**src/rtl/rps_pkg.sv**
```systemverilog
// Shared types for the rock-paper-scissors match controller: result codes,
// winner encoding, FSM states and the round-limit tie-break helper.
package rps_pkg;

   typedef enum logic [1:0] {
      RES_TIE = 2'b00,
      RES_P1  = 2'b01,
      RES_P2  = 2'b10,
      RES_ILL = 2'b11
   } res_code_e;

   typedef enum logic [1:0] {
      WIN_NONE = 2'b00,
      WIN_P1   = 2'b01,
      WIN_P2   = 2'b10,
      WIN_DRAW = 2'b11
   } winner_e;

   typedef enum logic [1:0] {
      ST_IDLE = 2'b00,
      ST_PLAY = 2'b01,
      ST_DONE = 2'b10
   } state_e;

   localparam logic [7:0] CNT_MAX = 8'hFF;

   // Verdict when the round limit ends a match with nobody at the win target.
   function automatic winner_e limit_winner(input logic [7:0] s1, input logic [7:0] s2);
      winner_e w;
      if (s1 > s2) begin
         w = WIN_P1;
      end else if (s2 > s1) begin
         w = WIN_P2;
      end else begin
         w = WIN_DRAW;
      end
      return w;
   endfunction

endpackage

```
**src/rtl/rps_sat_cnt.sv**
```systemverilog
// 8-bit up-counter with synchronous clear (priority), enable and saturation
// at 255; asynchronously zeroed by the active-low reset.
module rps_sat_cnt
   import rps_pkg::*;
(
   input  logic       clk,
   input  logic       rst,
   input  logic       clr_i,
   input  logic       en_i,
   output logic [7:0] cnt_o
);

   logic [7:0] cnt_q;
   logic [7:0] cnt_d;

   // Next count: clear wins over increment, increment stops at full scale.
   always_comb begin
      cnt_d = cnt_q;
      if (clr_i) begin
         cnt_d = 8'd0;
      end else if (en_i && (cnt_q != CNT_MAX)) begin
         cnt_d = cnt_q + 8'd1;
      end else begin
         cnt_d = cnt_q;
      end
   end

   // Count register.
   always_ff @(posedge clk or negedge rst) begin
      if (!rst) begin
         cnt_q <= 8'd0;
      end else begin
         cnt_q <= cnt_d;
      end
   end

   assign cnt_o = cnt_q;

endmodule

```
**src/rtl/rps_match_ctrl.sv**
```systemverilog
// Rock-paper-scissors match controller: accepts round results in PLAY,
// keeps per-match tallies and reports the match verdict in DONE until ack.
module rps_match_ctrl
   import rps_pkg::*;
#(
   parameter int WINS_TO_MATCH = 3,
   parameter int MAX_ROUNDS    = 15
) (
   input  logic       clk,
   input  logic       rst,
   input  logic       start,
   input  logic       res_valid,
   input  logic [1:0] res_code,
   output logic       res_ready,
   output logic [7:0] score1,
   output logic [7:0] score2,
   output logic [7:0] ties,
   output logic [7:0] round_cnt,
   output logic [7:0] err_cnt,
   output logic       match_done,
   output logic [1:0] match_winner,
   input  logic       ack
);

   localparam logic [7:0] WINS_C = 8'(WINS_TO_MATCH);
   localparam logic [7:0] MAX_C  = 8'(MAX_ROUNDS);

   state_e     state_q, state_d;
   winner_e    winner_q, winner_d;
   res_code_e  code_s;
   logic       acc_s, clr_s;
   logic       p1_en_s, p2_en_s, tie_en_s, rnd_en_s, err_en_s;
   logic [7:0] s1_nx_s, s2_nx_s, rnd_nx_s;

   assign code_s = res_code_e'(res_code);

   // Acceptance decode, look-ahead tallies and next-state/verdict selection.
   always_comb begin
      state_d  = state_q;
      winner_d = winner_q;
      clr_s    = 1'b0;
      acc_s    = res_valid && (state_q == ST_PLAY);
      p1_en_s  = acc_s && (code_s == RES_P1);
      p2_en_s  = acc_s && (code_s == RES_P2);
      tie_en_s = acc_s && (code_s == RES_TIE);
      err_en_s = acc_s && (code_s == RES_ILL);
      rnd_en_s = p1_en_s || p2_en_s || tie_en_s;
      s1_nx_s  = score1 + {7'd0, p1_en_s};
      s2_nx_s  = score2 + {7'd0, p2_en_s};
      rnd_nx_s = round_cnt + {7'd0, rnd_en_s};
      case (state_q)
         ST_IDLE: begin
            if (start) begin
               state_d  = ST_PLAY;
               clr_s    = 1'b1;
               winner_d = WIN_NONE;
            end else begin
               state_d = ST_IDLE;
            end
         end
         ST_PLAY: begin
            // A player reaching the win target outranks the round limit.
            if (acc_s && (s1_nx_s == WINS_C)) begin
               state_d  = ST_DONE;
               winner_d = WIN_P1;
            end else if (acc_s && (s2_nx_s == WINS_C)) begin
               state_d  = ST_DONE;
               winner_d = WIN_P2;
            end else if (acc_s && (rnd_nx_s == MAX_C)) begin
               state_d  = ST_DONE;
               winner_d = limit_winner(s1_nx_s, s2_nx_s);
            end else begin
               state_d = ST_PLAY;
            end
         end
         ST_DONE: begin
            if (ack) begin
               state_d = ST_IDLE;
            end else begin
               state_d = ST_DONE;
            end
         end
         default: begin
            state_d  = ST_IDLE;
            winner_d = WIN_NONE;
         end
      endcase
   end

   // FSM state and verdict registers.
   always_ff @(posedge clk or negedge rst) begin
      if (!rst) begin
         state_q  <= ST_IDLE;
         winner_q <= WIN_NONE;
      end else begin
         state_q  <= state_d;
         winner_q <= winner_d;
      end
   end

   rps_sat_cnt u_score1 (.clk(clk), .rst(rst), .clr_i(clr_s), .en_i(p1_en_s),  .cnt_o(score1));
   rps_sat_cnt u_score2 (.clk(clk), .rst(rst), .clr_i(clr_s), .en_i(p2_en_s),  .cnt_o(score2));
   rps_sat_cnt u_ties   (.clk(clk), .rst(rst), .clr_i(clr_s), .en_i(tie_en_s), .cnt_o(ties));
   rps_sat_cnt u_rounds (.clk(clk), .rst(rst), .clr_i(clr_s), .en_i(rnd_en_s), .cnt_o(round_cnt));
   // Illegal-code count spans matches, so it is only ever cleared by reset.
   rps_sat_cnt u_errs   (.clk(clk), .rst(rst), .clr_i(1'b0),  .en_i(err_en_s), .cnt_o(err_cnt));

   assign res_ready    = (state_q == ST_PLAY);
   assign match_done   = (state_q == ST_DONE);
   assign match_winner = winner_q;

endmodule
```
**config.mk**
```make
export PLATFORM = sky130hd
export DESIGN_NAME = rps_match_ctrl
export DESIGN_NICKNAME = d
export VERILOG_FILES = /design/src/rtl/rps_pkg.sv /design/src/rtl/rps_sat_cnt.sv /design/src/rtl/rps_match_ctrl.sv
export SDC_FILE = /design/constraint.sdc
export NUM_CORES = 1
export LEC_CHECK = 0
export CAP_MARGIN = 20
export CORE_MARGIN = 5
export CORE_UTILIZATION = 54
export DETAILED_ROUTE_END_ITERATION = 12
export GPL_TIMING_DRIVEN = 0
export PLACE_DENSITY_LB_ADDON = 0.25
export SYNTH_ARGS = -nofsm -noshare
export SYNTH_HDL_FRONTEND = slang
export SYNTH_HIERARCHICAL = 1
export SYNTH_SLANG_ARGS = --single-unit
```
**constraint.sdc**
```tcl
create_clock -name clk -period 4.2 [get_ports clk]
set_input_delay 0.42 -clock clk [delete_from_list [all_inputs] [get_ports clk]]
set_output_delay 0.42 -clock clk [all_outputs]
set_load 0.1 [all_outputs]
```
# Yosys cells after proc, flatten, opt, wreduce, memory -nomap -nowiden
# Cells that the tools add are included.
[word_totals]
regBits = 44
inputBits = 7
output_inout_bits = 44
[classes]
add_sub_neg = 8
order_cmp = 2
n_eq_ne = 15
mux = 23
bitwise = 1
n_reduce_logical = 22
[op_table]
columns = ["operator", "count"]
rows = [
  ["2-to-1 mux 8 bit", 8],
  ["adder 8 x 1 -> 8 bit, second input constant", 5],
  ["!= test 8 bit, second input constant", 5],
  ["adder 8 x 1 -> 8 bit", 3],
  ["2-to-1 mux 2 bit", 9],
  ["equality test 8 x 2 -> 1 bit, second input constant", 2],
  ["> comparator 8 bit", 2],
  ["logical AND 1 bit", 13],
  ["one-hot mux 2 bit (3 select lines)", 2],
  ["equality test 8 x 4 -> 1 bit, second input constant", 1],
  ["nonzero test 2 bit", 4],
  ["equality test 2 bit, second input constant", 3],
  ["equality test 2 x 1 -> 1 bit, second input constant", 2],
  ["logical NOT 2 bit", 2],
  ["2-to-1 mux 1 bit", 4],
  ["!= test 4 x 1 -> 1 bit, second input constant", 1],
  ["AND reduction 3 bit", 1],
  ["logical OR 1 bit", 2],
  ["!= test 2 bit, second input constant", 1],
  ["NOT 1 bit", 1],
]

# Logic depth before layout (Yosys ltp)
# Gate-level depths: netlist of the first run.
[logic_depth]
depth_word = 12
mapped_depth = 14

# Modules after synthesis
# Netlist of the first run, hierarchy kept.
[by_module_without_submodules]
columns = ["module", "n_inst", "cells_each", "area_each_um2", "seq_area_each_um2"]
rows = [
  ["rps_sat_cnt", 5, 49, 464.2, 200.2],
  ["rps_match_ctrl", 1, 112, 889.6, 100.1],
]

# Worst setup path before layout of the first run
# OpenSTA, ideal clock, no wires.
[synth_path]
path_type = "register to register"
from = "register u_score1.cnt_q[0] (netlist: u_score1/cnt_o[0])"
to = "register winner_q[1] (netlist: match_winner[1])"
arrival_time_ps = 3169
required_time_ps = 4080
slack_ps = 911
stages_incl_launch_ff = 13
path_buffers = 0
synth_period_minus_slack_ps = 3289
cell_sequence = "dfrtp_1 > ha_1 > ha_1 > nand2_1 > or3_1 > nand2_1 > inv_1 > ha_1 > and4_1 > a221o_1 > nand2b_1 > a31oi_1 > a21o_1"
[synth_via]
elab_chain_len = 7
elab_cells_between_ends = 11
cone_classes = "1 x add/sub; 1 x order compare; 2 x eq/ne; 5 x mux; 2 x reduce/logical"
[synth_rtl]
columns = ["item", "line_no", "source"]
rows = [
  ["from (decl)", "rps_sat_cnt.sv:13", "logic [7:0] cnt_q;"],
  ["from (signal assigned)", "rps_sat_cnt.sv:33", "cnt_q <= cnt_d;"],
  ["adder 8 x 1 -> 8 bit (*)", "rps_match_ctrl.sv:48", "s1_nx_s = score1 + {7'd0, p1_en_s};"],
  ["> comparator 8 bit", "rps_pkg.sv:30", "if (s1 > s2) begin"],
  ["2-to-1 mux 2 bit", "rps_pkg.sv:30", ""],
  ["2-to-1 mux 2 bit", "rps_match_ctrl.sv:69", "end else if (acc_s && (rnd_nx_s == MAX_C)) begin"],
  ["2-to-1 mux 2 bit", "rps_match_ctrl.sv:66", "end else if (acc_s && (s2_nx_s == WINS_C)) begin"],
  ["2-to-1 mux 2 bit", "rps_match_ctrl.sv:63", "if (acc_s && (s1_nx_s == WINS_C)) begin"],
  ["one-hot mux 2 bit (3 select lines)", "rps_match_ctrl.sv:51", "case (state_q)"],
  ["to (signal assigned)", "rps_match_ctrl.sv:97", "winner_q <= winner_d;"],
  ["to (decl)", "rps_match_ctrl.sv:29", "winner_e winner_q, winner_d;"],
]
# Mark *: on every way between the ends. The rest lies on a longest branch, timed or not. The select of a mux whose other input is x is not followed.
# A chain may end at the register's enable or synchronous reset.

# Worst setup path in the final report of the first run
[layout_path]
from = "input port res_valid"
to = "register winner_q[1] (netlist: match_winner[1])"
[layout_via]
elab_chain_len = 9
elab_cells_between_ends = 23
cone_classes = "3 x add/sub; 1 x order compare; 4 x eq/ne; 5 x mux; 10 x reduce/logical"
[layout_rtl]
columns = ["item", "line_no", "source"]
rows = [
  ["from (decl)", "rps_match_ctrl.sv:12", "input logic res_valid,"],
  ["logical AND 1 bit (*)", "rps_match_ctrl.sv:42", "acc_s = res_valid && (state_q == ST_PLAY);"],
  ["logical AND 1 bit (*)", "rps_match_ctrl.sv:43", "p1_en_s = acc_s && (code_s == RES_P1);"],
  ["via p1_en_s", "rps_match_ctrl.sv:32", "logic p1_en_s, p2_en_s, tie_en_s, rnd_en_s, err_en_s;"],
  ["adder 8 x 1 -> 8 bit or logical OR 1 bit (tied branches)", "rps_match_ctrl.sv:48, rps_match_ctrl.sv:47", ""],
  ["> comparator 8 bit or logical OR 1 bit (tied branches)", "rps_pkg.sv:30, rps_match_ctrl.sv:47", ""],
  ["2-to-1 mux 2 bit or adder 8 x 1 -> 8 bit (tied branches)", "rps_pkg.sv:30, rps_match_ctrl.sv:50", ""],
  ["2-to-1 mux 2 bit or equality test 8 x 4 -> 1 bit (tied branches)", "rps_match_ctrl.sv:69", ""],
  ["2-to-1 mux 2 bit or logical AND 1 bit (tied branches)", "rps_match_ctrl.sv:66, rps_match_ctrl.sv:69", ""],
  ["2-to-1 mux 2 bit or != test 4 x 1 -> 1 bit (tied branches)", "--", ""],
  ["one-hot mux 2 bit (3 select lines) or AND reduction 3 bit (tied branches)", "--", ""],
]
# The timed path passes the listed nets; every way through them passes the cells marked *. The select of a mux whose other input is x is not followed.

==> metrics, run 1 <==
commonest cells after routing, fill and taps aside=clkdlybuf4s50_1, dfrtp_1, inv_1; nets@finish=around 440; register area=between 1000 and 1500 um2; clk buf depth=2; Layout Skew=0.00722 ns; Starting Density=between 50% and 60%; core box area=around 5900 um2; Final period util=a little under nine tenths; first-pass GRT wire length=approximately 13000 um; Final GP Congestion=0.821; Root Buffer=clkbuf_8; top post-synthesis cells by area=dfrtp_1, ha_1, mux2_2; hold buffer count at cts=0; Worst Path Required=around 4.4 ns; detailed placer's ending HPWL=5500 um; cts repair resizes=0; GRT Total Usage=between 20% and 30%; fin crit period=roughly 3.6 ns; Die Footprint=roughly 7600 um2; CTS Buf Count=5; Most used DFF post-synth=dfrtp_1; fmax=276 MHz; Worst-Skew Late Latency=0.30 ns; max_cap viols=0; # diodes=0; Worst Tran Pin Value=0.996 ns; Ys Warns=6; sequential share of power=31.5%; drt pass-1 iters=4; die height=between 80 and 90 um; Worst Setup Start Kind=input pin; clock transition at the registers of the reported paths=about 0.090 ns; fin. max-slew vios=0; area leader, netlist=dfrtp_1; asr flop ratio synth=100%; Fill cells=between 400 and 500; hold slack=roughly 0.053 ns; pwr dens=about 470 nW/um2; # Post-CTS Setup Buffers=0; H-tree Lvls=2; Vias per Instance=just under 6; # rows=28; HP Class=in -> async; ANT nets after route=0; Setup TNS=0 ns; WS Path Type=in -> reg; Congestion Overflow GR=0; Placed Cells incl. Taps=just under 500; clock network power share=~18%; TritonCTS clock tree=built; switching share of power=49.0%; Syn Area/Cell=about 9.0 um2; Netlist cell types=47; non-filler cells, final=between 400 and 500; critical path endpoint category=flop; Synth Instances=around 360; Synth Register Bits=44; Lkg Pwr=between 0.0015 and 0.002 uW; clk sinks=44; dpl ws=approximately 0.27 ns; Setup-failing EPs final=0; register area share after synthesis=about 34%; area of the multi-input gates=~2000 um2; final wirelength=between 7000 and 8000 um; Final Hold Violating Endpoints=0; worst vdd ir=0.379 mV; commonest non-fill, non-tap cell in the layout=clkdlybuf4s50_1; layout cells sized above 1=~11%; synth-to-layout area growth=22.6%; number of enable flip-flop cells after synthesis=0; Worst slew margin=between 30% and 40%; initial antenna violation count=0; RSZ-0062 raised after global routing=false; post-synth top area share=between 30% and 40%; port bufs=50; Die Wd=87.1 um; cell area after synthesis=3210 um2; Psw=901 uW; Final Power=1840 uW; routed length per instance=approximately 15 um; I/O Pins=between 50 and 60; fin worst setup slack=~0.57 ns; DRT iter0 DRCs=around 160; largest fanout on the critical path=8; outcome=complete, no violations; internal power=roughly 940 uW; via count=about 2900; largest net degree at the start of global routing=28; DRC viols=0; Combinational Power Share=between 50 and 60%; critical path arrival=roughly 3.8 ns; vias in the first global route=approximately 2800
==> area by class of cell <==
class / instances / share of cell area (%)
multi-input combinational: 281 / 50.4
tap: 75 / 2.38
clock inverter: 3 / 1.08
buffer: 10 / 1.11
timing repair buffer: 51 / 13.1
clock buffer: 5 / 1.75
inverter: 23 / 2.19
sequential: 44 / 28.0
==> critical path, stage by stage <==
cell and delay [ns]:
clkdlybuf4s50_1 0.54, nand3b_4 0.15, nor3b_1 0.43, ha_1 0.29, ha_1 0.22, nand2_1 0.08, or3_1 0.37, nand2_1 0.12
inv_1 0.05, ha_1 0.28, and4_1 0.22, a221o_1 0.34, nand2b_1 0.08, a31oi_1 0.08, a21o_1 0.15
==> synth_stat cells (2+ instances only) <==
master	n
nor3_1	22
a211oi_1	5
o21ai_0	5
a21o_1	4
nand3_2	6
ha_1	20
nor2b_1	18
mux2i_1	5
clkbuf_1	5
a21boi_1	5
or3_1	7
dfrtp_1	44
nand2b_1	17
xor2_1	4
nand4_1	7
and4_1	6
nand3_1	18
and3_1	6
nor3b_1	7
xnor2_1	6
nand2_1	20
nor4_1	6
mux2_2	10
a2111oi_0	5
buf_2	5
a41oi_1	5
nor2_1	15
and4_2	5
a221o_1	2
a21oi_1	18
o21ai_1	4
nor3_2	2
nand3b_1	2
a31oi_1	6
inv_1	23
==> power by group through the flow <==
stage,combinational [uW],sequential [uW],clock [uW]
floorplan,373,913,0
global placement,905,585,0
detailed placement,931,588,0
CTS,933,580,338
global route,993,599,359
finish,931,580,328
==> cell families (layout without fill, tap and decap cells) <==
| kind of cell | count (synthesis) | in the layout | synth area share, % |
|---|---|---|---|
| other | 1 | 2 | 0.117 |
| adder cells (fa/ha/maj) | 20 | 20 | 7.79 |
| buffers and inverters | 33 | 92 | 4.05 |
| AND/OR/NAND/NOR | 170 | 170 | 32.3 |
| AO/OA/AOI/OAI | 64 | 64 | 13.6 |
| multiplexers | 15 | 15 | 5.07 |
| flip-flops | 44 | 44 | 34.3 |
| XOR/XNOR | 10 | 10 | 2.73 |
==> worst paths after layout <==
check | startpoint | endpoint | slack [ns] | cells past startpoint
worst min-delay path | rst | u_rounds/cnt_o[7] | 0.05 | 1
worst max register to register | state_q[0] | match_winner[1] | 0.74 | 14
min in group clk | match_winner[1] | match_winner[1] | 0.55 | 1
worst min register to register | match_winner[1] | match_winner[1] | 0.55 | 1
worst max-delay path | res_valid | match_winner[1] | 0.57 | 15
max in group asynchronous | rst | u_ties/cnt_o[0] | 3.65 | 2
==> state kept, by name, indices dropped and copies added, names as in the netlist <==
name            cells
match_winner        2
state_q             2
u_errs/cnt_o        8
u_rounds/cnt_o      8
u_score1/cnt_o      8
u_score2/cnt_o      8
u_ties/cnt_o        8
==> metal layers <==
metal | track usage (%) | share of wire, %
met1 | 26.7 | 44
met2 | 35.0 | 50
met3 | 3.69 | 4.5
met4 | 6.28 | 1.3
met5 | 0 | 0
==> through the flow <==
| step | utilization [%] | cell area [um2] |
|---|---|---|
| after global placement | 65.1 | 3810 |
| after global routing | 67.3 | 3940 |
| after floorplan | - | 3210 |
| after CTS | 67.3 | 3940 |
| final | 67.3 | 3940 |
| after detailed placement | 65.4 | 3820 |
Note: power is estimated with default switching activity, not from simulation.
==> run 2: changes to the inputs <==
--- a/config.mk
+++ b/config.mk
@@ -7,8 +7,9 @@
 export LEC_CHECK = 0
 export CAP_MARGIN = 20
 export CORE_MARGIN = 5
-export CORE_UTILIZATION = 54
+export CORE_UTILIZATION = 60
 export DETAILED_ROUTE_END_ITERATION = 12
+export DONT_BUFFER_PORTS = 1
 export GPL_TIMING_DRIVEN = 0
 export PLACE_DENSITY_LB_ADDON = 0.25
 export SYNTH_ARGS = -nofsm -noshare
==> metrics, run 2 (synthesis gave the netlist of run 1 again) <==
outcome=complete, no violations; fin. max-slew vios=0 (unchanged); Setup-failing EPs final=0 (unchanged); synth-to-layout area growth=11.2%; via count=2758 (-5.1%); largest fanout on the critical path=7 (-1); I/O Pins=51 (unchanged); # diodes=0 (unchanged); worst vdd ir=0.440 mV (+16%); port bufs=0 (-100%); WS Path Type=reg -> reg; clk buf depth=2 (unchanged); layout cells sized above 1=13.1% (+2.3 points); Final Power=1790 uW (-2.7%); Placed Cells incl. Taps=432 (-11%); fmax=286 MHz (+3.8%); first-pass GRT wire length=12400 um (-2.4%); clock transition at the registers of the reported paths=0.08 ns (about the same); die height=83.2 um (-4.5%); pwr dens=501 nW/um2 (+7.2%); commonest non-fill, non-tap cell in the layout=dfrtp_1; core box area=5140 um2 (-12%); fin crit period=3.49 ns (-0.131 ns); H-tree Lvls=2 (unchanged); Starting Density=62.5% (+7.6 points); max_cap viols=0 (unchanged); GRT Total Usage=21.4% (+0.81 points); Congestion Overflow GR=0 (unchanged); Worst-Skew Late Latency=0.30 ns (about the same); largest net degree at the start of global routing=45 (+61%); clk sinks=44 (unchanged); Die Wd=83.2 um (-4.5%); Worst Setup Start Kind=flop; Vias per Instance=6.21 (+5.1%); vias in the first global route=2605 (-6.6%); slowest stage delay, CP=1.05 ns (+0.51 ns); nets@finish=400 (-9.7%); ANT nets after route=0 (unchanged); drt pass-1 iters=4 (unchanged); Final period util=83.2% (-3.1 points); DRC viols=0 (unchanged); cts repair resizes=0 (unchanged); commonest cells after routing, fill and taps aside=dfrtp_1, inv_1, nor3_1; CTS Buf Count=5 (unchanged); detailed placer's ending HPWL=5140 um (-6.6%); Final Hold Violating Endpoints=0 (unchanged); Lkg Pwr=0.00153 uW (-7.0%); non-filler cells, final=444 (-9.8%); crit-path cells=ha_1 -> ha_1 -> nand2_1 -> or3_1 -> nand2_1 -> inv_1 -> ha_1 -> and4_1 -> a221o_1 -> nand2b_1 -> a31oi_1 -> a21o_1; Layout Skew=0.0115 ns (+0.00432 ns); Worst Tran Pin Value=1.16 ns (+0.159 ns); HP Class=in -> reg; # Post-CTS Setup Buffers=0 (unchanged); initial antenna violation count=0 (unchanged); CP max stage cell=dfrtp_1; Root Buffer=clkbuf_8; DRT iter0 DRCs=170 (+9.0%); hold buffer count at cts=2 (+2); critical path endpoint category=flop; RSZ-0062 raised after global routing=false; Fill cells=427 (-11%); Worst slew margin=23.0% (-10 points); # rows=26 (-7.1%); Worst Path Required=4.39 ns (about the same); final wirelength=7170 um (-0.51%); Setup TNS=0 ns (unchanged); TritonCTS clock tree=built; routed length per instance=16.2 um (+10%); CP dominant cell by count=ha_1; Die Footprint=6910 um2 (-8.9%); Finished Core Util=69.4% (+2.2 points); critical path arrival=3.68 ns (-0.15 ns); Final GP Congestion=0.813 (-0.96%)
## run 2: final cells by class
cell class                 instances  area (um2)  area share [%]
timing repair buffer               8         155            4.35
sequential                        44        1100            30.8
clock buffer                       6        72.6            2.03
multi-input combinational        281        1990            55.7
clock inverter                     2        35.0           0.981
tap                               70        87.6            2.45
buffer                            10        43.8            1.23
inverter                          23        86.3            2.42
## run 2: metal layers
layer	vias up	part of all wire (%)	GRT usage (%)
li1	1347	-	-
met1	1323	44	28.2
met2	77	48	34.2
met3	11	6.8	6.53
met4	0	1.5	5.94
met5	-	0	0
## run 2: path summary, 6_finish.rpt
path	endpoint	depth (start not counted)	startpoint	slack, ns
worst max-delay path	match_winner[1]	12	u_score1/cnt_o[0]	0.71
worst min-delay path	state_q[0]	2	start	0.33
worst max register to register	match_winner[1]	12	u_score1/cnt_o[0]	0.71
worst min register to register	state_q[0]	1	state_q[0]	0.63
max in group asynchronous	u_score1/cnt_o[0]	2	rst	3.35
min in group asynchronous	u_errs/cnt_o[2]	2	rst	0.64
## run 2: power breakdown
part / switching (uW) / internal (uW) / total, uW / leakage, uW
clock: 148 / 177 / 325 / 0.0000552
sequential: 448 / 468 / 917 / 0.000601
combinational: 299 / 248 / 547 / 0.000875
total: 895 / 893 / 1790 / 0.00153
## run 2: critical path, delay by kind of cell (launching register included)
family / cells / cell delay, ns
flip-flops: 1 / 1.05
AND/OR/NAND/NOR: 5 / 0.88
adder cells (fa/ha/maj): 3 / 0.83
AO/OA/AOI/OAI: 3 / 0.58
buffers and inverters: 1 / 0.06
## run 2: stage by stage
stage               hold slack (ns)  setup slack, ns  instance area [um2]
finish                        0.332            0.705                 3570
global route                  0.327            0.470                 3570
CTS                           0.318            0.677                 3510
detailed placement            0.126            0.691                 3370
global placement              0.126            0.776                 3300
floorplan                     0.124            0.911                 3210
==> run 3: changes to the inputs <==
==> constraint.sdc (replaced) <==
create_clock -name clk -period 3.6 [get_ports clk]
set_input_delay 0.36 -clock clk [delete_from_list [all_inputs] [get_ports clk]]
set_output_delay 0.36 -clock clk [all_outputs]
set_load 0.1 [all_outputs]
==> metrics, run 3 (synthesis gave the netlist of run 1 again) <==
worst vdd ir=0.515 mV (+17%); max_cap viols=0 (unchanged); port bufs=0 (unchanged); RSZ-0062 raised after global routing=false; Worst Tran Pin Value=1.16 ns (+0.00180 ns); ANT nets after route=0 (unchanged); layout cells sized above 1=13.9% (+0.80 points); Final period util=93.2% (+10 points); clock network power share=18.1% (about the same); CP max stage cell=dfrtp_1; fmax=298 MHz (+4.2%); DRC viols=0 (unchanged); vias in the first global route=2605 (unchanged); Setup-failing EPs final=0 (unchanged); switching share of power=50.0% (about the same); pwr dens=584 nW/um2 (+17%); # Post-CTS Setup Buffers=0 (unchanged); Setup TNS=0 ns (unchanged); Die Footprint=6910 um2 (unchanged); initial antenna violation count=0 (unchanged); Finished Core Util=69.6% (+0.15 points); fin crit period=3.35 ns (-0.141 ns); largest net degree at the start of global routing=45 (unchanged); TritonCTS clock tree=built; Congestion Overflow GR=0 (unchanged); HP Class=in -> reg; drt pass-1 iters=4 (unchanged); DRT iter0 DRCs=178 (+4.7%); synth-to-layout area growth=11.4%; core box area=5140 um2 (unchanged); dpl ws=0.0910 ns (-0.600 ns); critical path endpoint category=flop; final wirelength=7220 um (+0.66%); Worst-Skew Late Latency=0.30 ns (about the same); largest fanout on the critical path=8 (+1); clock transition at the registers of the reported paths=0.09 ns (about the same); CTS Buf Count=5 (unchanged); commonest non-fill, non-tap cell in the layout=dfrtp_1; Final Hold Violating Endpoints=0 (unchanged); fin worst setup slack=0.246 ns (-0.459 ns); fin. max-slew vios=0 (unchanged); H-tree Lvls=2 (unchanged); critical path arrival=3.54 ns (-0.14 ns); crit-path cells=nand3b_4 -> nor3b_1 -> ha_1 -> nand3_1 -> nor3_1 -> xnor2_1 -> inv_1 -> ha_1 -> and4_1 -> a221o_1 -> nand2b_1 -> a31oi_1 -> a21o_1; Worst Setup Start Kind=flop; Fill cells=425 (-0.47%); routed length per instance=16.3 um (+0.66%); clk sinks=44 (unchanged); slowest stage delay, CP=0.42 ns (-0.63 ns); Root Buffer=clkbuf_8; Vias per Instance=6.17 (-0.69%); die height=83.2 um (unchanged); outcome=complete, no violations; Starting Density=62.5% (unchanged); WS Path Type=reg -> reg; Lkg Pwr=0.00153 uW (about the same); nets@finish=400 (unchanged); Final GP Congestion=0.813 (unchanged); GRT Total Usage=21.4% (unchanged); Combinational Power Share=30.6% (about the same); Worst slew margin=22.9% (-0.12 points); first-pass GRT wire length=12400 um (unchanged); commonest cells after routing, fill and taps aside=dfrtp_1, inv_1, nor3_1; I/O Pins=51 (unchanged); internal power=1050 uW (+17%); Worst Path Required=3.79 ns (-0.60 ns); detailed placer's ending HPWL=5140 um (unchanged); sequential share of power=51.3% (about the same); via count=2739 (-0.69%); Die Wd=83.2 um (unchanged); Layout Skew=0.0116 ns (+0.0000902 ns); CP dominant cell by count=ha_1; Psw=1050 uW (+17%); clk buf depth=2 (unchanged); # diodes=0 (unchanged); # rows=26 (unchanged)
## run 3: final cells by class
| cell class | instances | area, um2 | area share, % |
|---|---|---|---|
| Buffer | 10 | 43.8 | 1.22 |
| Clock buffer | 6 | 72.6 | 2.03 |
| Clock inverter | 2 | 35.0 | 0.979 |
| Inverter | 23 | 86.3 | 2.41 |
| Multi-Input combinational cell | 281 | 1990 | 55.7 |
| Sequential cell | 44 | 1100 | 30.8 |
| Tap cell | 70 | 87.6 | 2.45 |
| Timing Repair Buffer | 8 | 155 | 4.34 |
## run 3: path summary, 6_finish.rpt
path	from	endpoint	slack [ns]	cells after the start
worst max-delay path	state_q[1]	match_winner[1]	0.25	13
worst min-delay path	start	state_q[0]	0.27	2
worst max register to register	state_q[1]	match_winner[1]	0.25	13
worst min register to register	state_q[0]	state_q[0]	0.63	1
max in group asynchronous	rst	u_score2/cnt_o[0]	2.79	2
min in group asynchronous	rst	u_errs/cnt_o[3]	0.58	2
## run 3: layer usage
metal  share of wire, %  vias to the layer above  global-route usage, %
met3                6.4                        8                   6.53
met1                 44                     1321                   28.2
met4                1.2                        0                   5.94
met5                  0                        -                      0
li1                   -                     1340                      -
met2                 49                       70                   34.2
## run 3: critical path: cells and delay by family (launching register included)
kind | cells | cell delay, ns
AO/OA/AOI/OAI | 3 | 0.58
XOR/XNOR | 1 | 0.21
adder cells (fa/ha/maj) | 2 | 0.55
buffers and inverters | 1 | 0.08
flip-flops | 1 | 0.42
AND/OR/NAND/NOR | 6 | 1.40
## run 3: timing repair
action	in CTS	in global routing
setup endpoints to repair	0	2
resized for setup	0	3
hold buffers	2	0
hold endpoints to repair	44	0
## run 3: per-stage QoR
| step | cell area [um2] | hold WS [ns] | cells | total power, uW |
|---|---|---|---|---|
| 4_1_cts | 3510 | 0.258 | 442 | 2080 |
| 5_1_grt | 3580 | 0.267 | 444 | 2210 |
| 2_1_floorplan | 3210 | 0.0644 | 358 | 1500 |
| 3_5_place_dp | 3370 | 0.0657 | 432 | 1680 |
| 3_3_place_gp | 3300 | 0.0658 | 428 | 1600 |
| 6_report | 3580 | 0.272 | 444 | 2090 |
## run 3: power groups by stage
stage	Combinational, uW	Clock (uW)	Sequential [uW]
CTS	598	387	1090
global route	711	407	1090
floorplan	436	0	1060
finish	640	379	1070
global placement	500	0	1100
detailed placement	577	0	1100
